**src/rtl/adder_32bit_pkg.sv**
```systemverilog
// Shared constants and the slice-level carry lookahead for adder_32bit.
// Latency depends on ADDER32_PIPE_EN (2 when defined, 1 otherwise).
package adder_32bit_pkg;

   localparam int unsigned ADDER32_W   = 32;
   localparam int unsigned SLICE_W     = 4;
   localparam int unsigned NUM_SLICES  = 8;
   localparam int unsigned HALF_SLICES = NUM_SLICES / 2;
   localparam int unsigned HALF_W      = ADDER32_W / 2;

`ifdef ADDER32_PIPE_EN
   localparam int unsigned LATENCY = 2;
`else
   localparam int unsigned LATENCY = 1;
`endif

   // Carries into each of four slices plus the carry out, each written as a flat
   // sum of products over slice generate/propagate terms (no ripple between slices).
   function automatic logic [HALF_SLICES:0] group_carry(input logic [HALF_SLICES-1:0] g,
                                                        input logic [HALF_SLICES-1:0] p,
                                                        input logic               c0);
      logic [HALF_SLICES:0] c;
      logic                 term;
      c    = '0;
      c[0] = c0;
      for (int i = 1; i <= int'(HALF_SLICES); i++) begin
         for (int j = 0; j < i; j++) begin
            term = g[j];
            for (int k = j + 1; k < i; k++) term = term & p[k];
            c[i] = c[i] | term;
         end
         term = c0;
         for (int k = 0; k < i; k++) term = term & p[k];
         c[i] = c[i] | term;
      end
      return c;
   endfunction

endpackage

```
**src/rtl/cla_4bit.sv**
```systemverilog
// 4-bit carry-lookahead slice: sum bits plus slice-level generate/propagate.
module cla_4bit
   import adder_32bit_pkg::*;
(
   input  logic [SLICE_W-1:0] a,
   input  logic [SLICE_W-1:0] b,
   input  logic               cin,
   output logic [SLICE_W-1:0] sum,
   output logic               g,
   output logic               p
);

   logic [SLICE_W-1:0] gb;
   logic [SLICE_W-1:0] pb;
   logic [SLICE_W-1:0] c;

   always_comb begin
      gb   = a & b;
      pb   = a ^ b;
      c[0] = cin;
      c[1] = gb[0] | (pb[0] & cin);
      c[2] = gb[1] | (pb[1] & gb[0]) | (pb[1] & pb[0] & cin);
      c[3] = gb[2] | (pb[2] & gb[1]) | (pb[2] & pb[1] & gb[0])
           | (pb[2] & pb[1] & pb[0] & cin);
      sum  = pb ^ c;
      g    = gb[3] | (pb[3] & gb[2]) | (pb[3] & pb[2] & gb[1])
           | (pb[3] & pb[2] & pb[1] & gb[0]);
      p    = &pb;
   end

endmodule

```
**src/rtl/adder_32bit.sv**
```systemverilog
// Registered 32-bit carry-lookahead adder with carry-in/out.
// ADDER32_PIPE_EN splits the add at bit 16 into two register stages.
module adder_32bit
   import adder_32bit_pkg::*;
(
   input  logic                 clk,
   input  logic                 rst_n,
   input  logic [ADDER32_W-1:0] a,
   input  logic [ADDER32_W-1:0] b,
   input  logic                 cin,
   input  logic                 in_valid,
   output logic [ADDER32_W-1:0] sum,
   output logic                 cout,
   output logic                 out_valid
);

   logic [ADDER32_W-1:0]  slice_a;
   logic [ADDER32_W-1:0]  slice_b;
   logic [ADDER32_W-1:0]  slice_sum;
   logic [NUM_SLICES-1:0] slice_g;
   logic [NUM_SLICES-1:0] slice_p;
   logic [NUM_SLICES-1:0] slice_cin;
   logic [HALF_SLICES:0]  lo_c;
   logic [HALF_SLICES:0]  hi_c;
   logic [HALF_W-1:0]     hi_a;
   logic [HALF_W-1:0]     hi_b;
   logic                  hi_cin;

   logic [ADDER32_W-1:0]  sum_q;
   logic [ADDER32_W-1:0]  sum_d;
   logic                  cout_q;
   logic                  cout_d;
   logic                  valid_q;
   logic                  valid_d;

   // Second-level lookahead: lower half from cin, upper half from the bit-16 carry
   always_comb begin
      slice_a   = {hi_a, a[HALF_W-1:0]};
      slice_b   = {hi_b, b[HALF_W-1:0]};
      lo_c      = group_carry(slice_g[HALF_SLICES-1:0], slice_p[HALF_SLICES-1:0], cin);
      hi_c      = group_carry(slice_g[NUM_SLICES-1:HALF_SLICES],
                              slice_p[NUM_SLICES-1:HALF_SLICES], hi_cin);
      slice_cin = {hi_c[HALF_SLICES-1:0], lo_c[HALF_SLICES-1:0]};
   end

   for (genvar i = 0; i < int'(NUM_SLICES); i++) begin : g_slice
      cla_4bit u_cla (
         .a   (slice_a[i*SLICE_W +: SLICE_W]),
         .b   (slice_b[i*SLICE_W +: SLICE_W]),
         .cin (slice_cin[i]),
         .sum (slice_sum[i*SLICE_W +: SLICE_W]),
         .g   (slice_g[i]),
         .p   (slice_p[i])
      );
   end

`ifdef ADDER32_PIPE_EN
   logic              s1_valid_q;
   logic [HALF_W-1:0] s1_a_hi_q;
   logic [HALF_W-1:0] s1_b_hi_q;
   logic              s1_c16_q;
   logic [HALF_W-1:0] s1_sum_lo_q;

   // Stage 1: low half result and the operands/carry the upper half needs
   always_ff @(posedge clk or negedge rst_n) begin
      if (!rst_n) begin
         s1_valid_q  <= 1'b0;
         s1_a_hi_q   <= '0;
         s1_b_hi_q   <= '0;
         s1_c16_q    <= 1'b0;
         s1_sum_lo_q <= '0;
      end else begin
         s1_valid_q <= in_valid;
         if (in_valid) begin
            s1_a_hi_q   <= a[ADDER32_W-1:HALF_W];
            s1_b_hi_q   <= b[ADDER32_W-1:HALF_W];
            s1_c16_q    <= lo_c[HALF_SLICES];
            s1_sum_lo_q <= slice_sum[HALF_W-1:0];
         end
      end
   end

   always_comb begin
      hi_a    = s1_a_hi_q;
      hi_b    = s1_b_hi_q;
      hi_cin  = s1_c16_q;
      valid_d = s1_valid_q;
      sum_d   = sum_q;
      cout_d  = cout_q;
      if (s1_valid_q) begin
         sum_d  = {slice_sum[ADDER32_W-1:HALF_W], s1_sum_lo_q};
         cout_d = hi_c[HALF_SLICES];
      end
   end
`else
   always_comb begin
      hi_a    = a[ADDER32_W-1:HALF_W];
      hi_b    = b[ADDER32_W-1:HALF_W];
      hi_cin  = lo_c[HALF_SLICES];
      valid_d = in_valid;
      sum_d   = sum_q;
      cout_d  = cout_q;
      if (in_valid) begin
         sum_d  = slice_sum;
         cout_d = hi_c[HALF_SLICES];
      end
   end
`endif

   // Output registers hold the last accepted result while idle
   always_ff @(posedge clk or negedge rst_n) begin
      if (!rst_n) begin
         sum_q   <= '0;
         cout_q  <= 1'b0;
         valid_q <= 1'b0;
      end else begin
         sum_q   <= sum_d;
         cout_q  <= cout_d;
         valid_q <= valid_d;
      end
   end

   assign sum       = sum_q;
   assign cout      = cout_q;
   assign out_valid = valid_q;

endmodule

```
**config.mk**
```make
export PLATFORM = sky130hd
export DESIGN_NAME = adder_32bit
export DESIGN_NICKNAME = d
export VERILOG_FILES = /design/src/rtl/adder_32bit_pkg.sv /design/src/rtl/cla_4bit.sv /design/src/rtl/adder_32bit.sv
export SDC_FILE = /design/constraint.sdc
export NUM_CORES = 1
export LEC_CHECK = 0
export ABC_AREA = 1
export CAP_MARGIN = 20
export CORE_ASPECT_RATIO = 1.25
export CORE_MARGIN = 2
export CORE_UTILIZATION = 45
export DETAILED_ROUTE_END_ITERATION = 8
export GPL_ROUTABILITY_DRIVEN = 1
export GPL_TIMING_DRIVEN = 0
export PLACE_DENSITY = 0.83
export SLEW_MARGIN = 20
export SYNTH_ARGS = -nofsm -noshare
export SYNTH_HDL_FRONTEND = slang
export SYNTH_SLANG_ARGS = --single-unit
```
**constraint.sdc**
```tcl
create_clock -name clk -period 1.06 [get_ports clk]
set_clock_uncertainty 0.05 [all_clocks]
set_input_delay 0.159 -clock clk [delete_from_list [all_inputs] [get_ports clk]]
set_output_delay 0.159 -clock clk [all_outputs]
set_load 0.02 [all_outputs]
```
==> flow_summary.ini, run 1 <==
[outcome]
status = finished with violations
violations = setup timing

[sta]
fin_ws_ns = -1.044
max_freq_mhz = 475.2
hold_viol_final = 0
rsz0062_at_grt = yes
tightest_slew_ns = 0.4960
tns_ns = -21.87
setup_viol = 33
relSlewSlack_pct = 66.94
report.final.slew_viol_count = 0
fin_crit_sh_pct = 198.5
fin_crit_ns = 2.104

[setup_path]
crit_path_max_fanout = 3
critPathLaunchType = input pin
worstPathArrival_ns = 2.24
crit_required_ns = 1.19
end_kind = flop
path_class = in2reg

[drt]
vias_per_cell = 5.598
route.detailed.drc = 0
drt_pass1_iterations = 4
wl_per_cell_um = 19.15
totalWireLength_um = 10950
drt-initial-drc-count = 143
ant_nets = 0
route.vias.total = 3202

[placement]
portBuffers = 101
dp_hpwl_um = 5657
routabilityCongestion = 0.8134

[yosys]
synth.distinct_cells = 35
synth-seq-area-share_pct = 31.55
syn_nets = 442
synth-edff-count = 0
synth_flop_cell = dfrtp_1
synth.avg_cell_area_um2 = 8.073
synth_async_sr_flop_share_pct = 100.0
synth_warnings = 0
synthesis.area_um2 = 2696
synth_seq_cells = 34
synthCells = 334

[grt]
grt_max_degree = 19
antenna_found_initial = 1
track_usage_pct = 27.78
grt_pass1_wl_um = 14440
grt-ovfl-total = 0
grt_pass1_vias = 3201

[floorplanning]
die_w_um = 73.24
dieHeight_um = 90.55
core_region_area_um2 = 5779
die_area_um2 = 6631
num_rows = 31
io_pins = 102
floorplan.initialDensity_pct = 46.66

[power]
powerDensity_nw_per_um2 = 1170
p_leak_nw = 2.448
ir_drop_mv = 0.6995
power_mw = 6.027

[clocking]
root_buffer = clkbuf_8
clock_latency_ns = 0.28
clock_path_buffers = 2
cts.sinks = 34
htreeDepth = 2
cts_tree = yes
cts_buffers = 5
path_clk_slew_ns = 0.07

[finish]
final_common_cell = nand2_1
fin_nets = 612
syn_to_final_growth_pct = 91.09
final_cell_mix = 79 x nand2_1, 54 x buf_4, 43 x buf_6
drive_gt1_share_pct = 54.85
fillerInstances = 249

[worst_hold_path]
hold_path_class = in2reg

[run]
cap_viol_max_count = 0
==> repair_timing <==
action	4_1_cts	5_1_grt
cloned	0	0
endpoints found under the hold margin	17	1
hold buffers	1	1
endpoints found under the setup margin	67	54
setup buffers	44	15
resized for setup	418	103
pin swaps	63	39
==> synth_stat cells (4+ instances only) <==
library cell,number,share of area (%)
clkbuf_1,6,0.84
xnor2_1,9,2.9
nand2_1,98,14
ha_1,32,15
xor2_1,6,1.9
nor2_2,6,1.4
fa_1,8,5.9
inv_1,26,3.6
o21ai_0,19,3.5
a21oi_1,14,2.6
nand2_2,7,1.6
nand3_1,23,4.3
nor2_1,14,1.9
nand3_2,4,1.5
dfrtp_1,34,32
==> per-layer routing <==
layer  vias to the layer above  GRT usage (%)  wire length, um  share of wire (%)
met5                         -              0                0                  0
met4                         0          10.34              540                4.9
met3                        52          4.688              644                5.9
met2                       158          52.25             6040                 55
met1                      1558          29.66             3728                 34
li1                       1434              -                -                  -
==> layout make-up <==
| type | instances | area (um2) | area share (%) |
|---|---|---|---|
| diodes | 1 | 2.502 | 0.04857 |
| plain buffers | 7 | 75.07 | 1.457 |
| multi-input cells | 265 | 2530 | 49.10 |
| flip-flops and latches | 34 | 850.8 | 16.51 |
| repair buffers | 163 | 1400 | 27.17 |
| well taps | 66 | 82.58 | 1.603 |
| clock buffers | 6 | 82.58 | 1.603 |
| clock inverters | 2 | 12.51 | 0.2428 |
| inverters | 28 | 116.4 | 2.258 |
==> cell families (layout without fill, tap and decap cells) <==
logic type | after synthesis | in the layout | synth area share (%)
AO/OA/AOI/OAI | 43 | 43 | 8.957
XOR/XNOR | 15 | 15 | 4.873
adder cells (fa/ha/maj) | 40 | 40 | 20.79
buffers and inverters | 35 | 206 | 4.918
flip-flops | 34 | 34 | 31.55
other | 0 | 1 | 0
AND/OR/NAND/NOR | 167 | 167 | 28.91
==> path summary, 6_finish.rpt <==
| kind | startpoint | endpoint | slack, ns | cells past startpoint |
|---|---|---|---|---|
| max reg2reg | sum[6] | sum[6] | 0.21 | 3 |
| min reg2reg | sum[28] | sum[28] | 0.43 | 2 |
| min | b[8] | sum[8] | 0.23 | 4 |
| max in group asynchronous | rst_n | sum[14] | 0.18 | 3 |
| max | b[1] | sum[28] | -1.04 | 13 |
| min in group asynchronous | rst_n | sum[27] | 0.32 | 2 |
==> where the power goes <==
part           leakage (nW)  switching, mW  internal (mW)
logic                  1.99           1.67           1.62
registers             0.410          0.179           1.53
clock network        0.0472          0.508          0.523
total                  2.45           2.35           3.67
==> state kept, by name, indices dropped and copies added, names as in the netlist <==
register / count
cout: 1
out_valid: 1
sum: 32
==> stage by stage <==
step / hold WS, ns / worst slack [ns] / area, um2 / utilization, % / std cells
final: 0.2345 / -1.044 / 5152 / 89.15 / 572
after global routing: 0.2484 / -1.144 / 5152 / 89.15 / 572
after CTS: 0.2321 / -0.8852 / 4652 / 80.49 / 555
after detailed placement: 0.08679 / -1.715 / 3995 / 69.13 / 502
after global placement: 0.4050 / -1.656 / 3973 / 68.74 / 501
after floorplan: -0.1866 / -0.8881 / 2879 / - / 334
==> worst max-delay path, stage by stage <==
cell and delay (ns):
buf_2 0.13, ha_4 0.31, nand2_4 0.07, nor2_4 0.12, nand4_1 0.18, nand4_4 0.15, nand2_2 0.08, nand2_4 0.08
nand3_4 0.13, a21boi_4 0.22, fa_2 0.47, nand2_1 0.08, nand2_1 0.05
Power figures use the tool's default switching activity.
==> inputs of run 2 (changes only) <==
- CORE_MARGIN: 2 -> 1.5
==> flow_summary.ini, run 2 (synthesized netlist as in run 1, its figures left out) <==
[setup_path]
critPathLaunchType = input pin
crit_path_max_fanout = 3
r2r_end = sum[3]
reg2reg_from = sum[3]
rrSetupSlack_ns = 0.17
r2r_cells = 3
crit_required_ns = 1.20
crit_path_start = a[8]
end_kind = flop
path_class = in2reg
worstPathArrival_ns = 2.15
crit_end = sum[28]

[floorplanning]
die_w_um = 72.24
num_rows = 31
dieHeight_um = 89.55
io_pins = 102
die_area_um2 = 6468
floorplan.initialDensity_pct = 46.66
core_region_area_um2 = 5779

[finish]
finish.utilization_pct = 88.57
fillerInstances = 242
fin_nets = 619
final_common_cell = nand2_1
largest_register_ffs = 32
fin_cells = 579
drive_gt1_share_pct = 52.73
syn_to_final_growth_pct = 89.84
final_cell_mix = 81 x nand2_1, 66 x buf_4, 49 x buf_6
final_area_um2 = 5119

[placement]
routabilityCongestion = 0.7987
post_dp_cell_area_um2 = 3988
dp_slack_ns = -1.688
dpl.cell_count = 502
portBuffers = 101
dp_hpwl_um = 5530

[grt]
grt_pass1_vias = 3057
grt_max_degree = 25
antenna_found_initial = 1
track_usage_pct = 27.00
grt-ovfl-total = 0
grt_pass1_wl_um = 13540

[sta]
report.final.slew_viol_count = 0
tns_ns = -20.01
rsz0062_at_grt = yes
fin_crit_ns = 2.013
hold_viol_final = 0
fin_ws_ns = -0.9531
setup_viol = 33
whs_ns = 0.2684
fin_crit_sh_pct = 189.9
max_freq_mhz = 496.7
tightest_slew_ns = 0.2967
relSlewSlack_pct = 80.22

[drt]
vias_per_cell = 5.432
ant_nets = 0
route.detailed.drc = 0
drt-initial-drc-count = 182
wl_per_cell_um = 17.98
met2_length_um = 5759
drt_pass1_iterations = 4
highest_layer = met4
totalWireLength_um = 10410
wl_met3_um = 642
route.vias.total = 3145
wl_met1_um = 3758

[power]
ir_drop_mv = 0.7042
p_leak_nw = 2.443
power_mw = 5.968
powerDensity_nw_per_um2 = 1166

[clocking]
cts_tree = yes
clock_path_buffers = 2
htreeDepth = 2
path_clk_slew_ns = 0.07
clock_latency_ns = 0.29
cts.sinks = 34
root_buffer = clkbuf_8
cts_buffers = 5

[outcome]
status = finished with violations
violations = setup timing

[run]
cap_viol_max_count = 0

[worst_hold_path]
hold_path_class = in2async
run 2: final cells by class:
class | instances | area, um2 | share of cell area, %
multi-input combinational | 265 | 2406 | 47.01
antenna | 1 | 2.502 | 0.04889
inverter | 28 | 111.4 | 2.176
tap | 66 | 82.58 | 1.613
sequential | 34 | 850.8 | 16.62
timing repair buffer | 170 | 1503 | 29.36
clock buffer | 7 | 86.33 | 1.687
clock inverter | 1 | 5.005 | 0.09778
buffer | 7 | 71.32 | 1.393
run 2: repair_timing:
action	CTS	global route
setup endpoints to repair	67	61
endpoints found under the hold margin	34	1
buffers inserted	43	26
pin swaps	68	26
hold buffers	1	1
resized for setup	405	102
run 2: worst min-delay path by stage:
stage           start       to
3_5_place_dp    rst_n  sum[28]
4_1_cts          b[8]   sum[8]
3_3_place_gp   sum[4]   sum[4]
6_report        rst_n  sum[28]
5_1_grt          b[8]   sum[8]
2_1_floorplan   rst_n     cout
run 2: where the power goes:
part	switching, mW	internal (mW)	total, mW
clock network	0.479	0.524	1.00
registers	0.186	1.53	1.72
logic	1.59	1.65	3.25
total	2.26	3.71	5.97
run 2: critical path: stages:
cell	delay [ns]
buf_6	0.11
ha_4	0.30
nand2_4	0.06
nor2_4	0.12
nand4_1	0.15
nand4_4	0.16
nand2_2	0.07
nand2_4	0.09
nand3_4	0.12
a21boi_4	0.22
fa_2	0.46
nand2_1	0.08
nand2_1	0.04
run 2: per-layer routing:
metal	vias to the layer above	track usage, %
met3	21	4.961
li1	1447	-
met5	-	0
met2	153	52.44
met1	1524	30.40
met4	0	6.346
==> inputs of run 3 (changes only) <==
- GPL_ROUTABILITY_DRIVEN: 1 -> 0
==> results of run 3 <==
No change in the layout: final DEF, timing and power equal those of run 2.
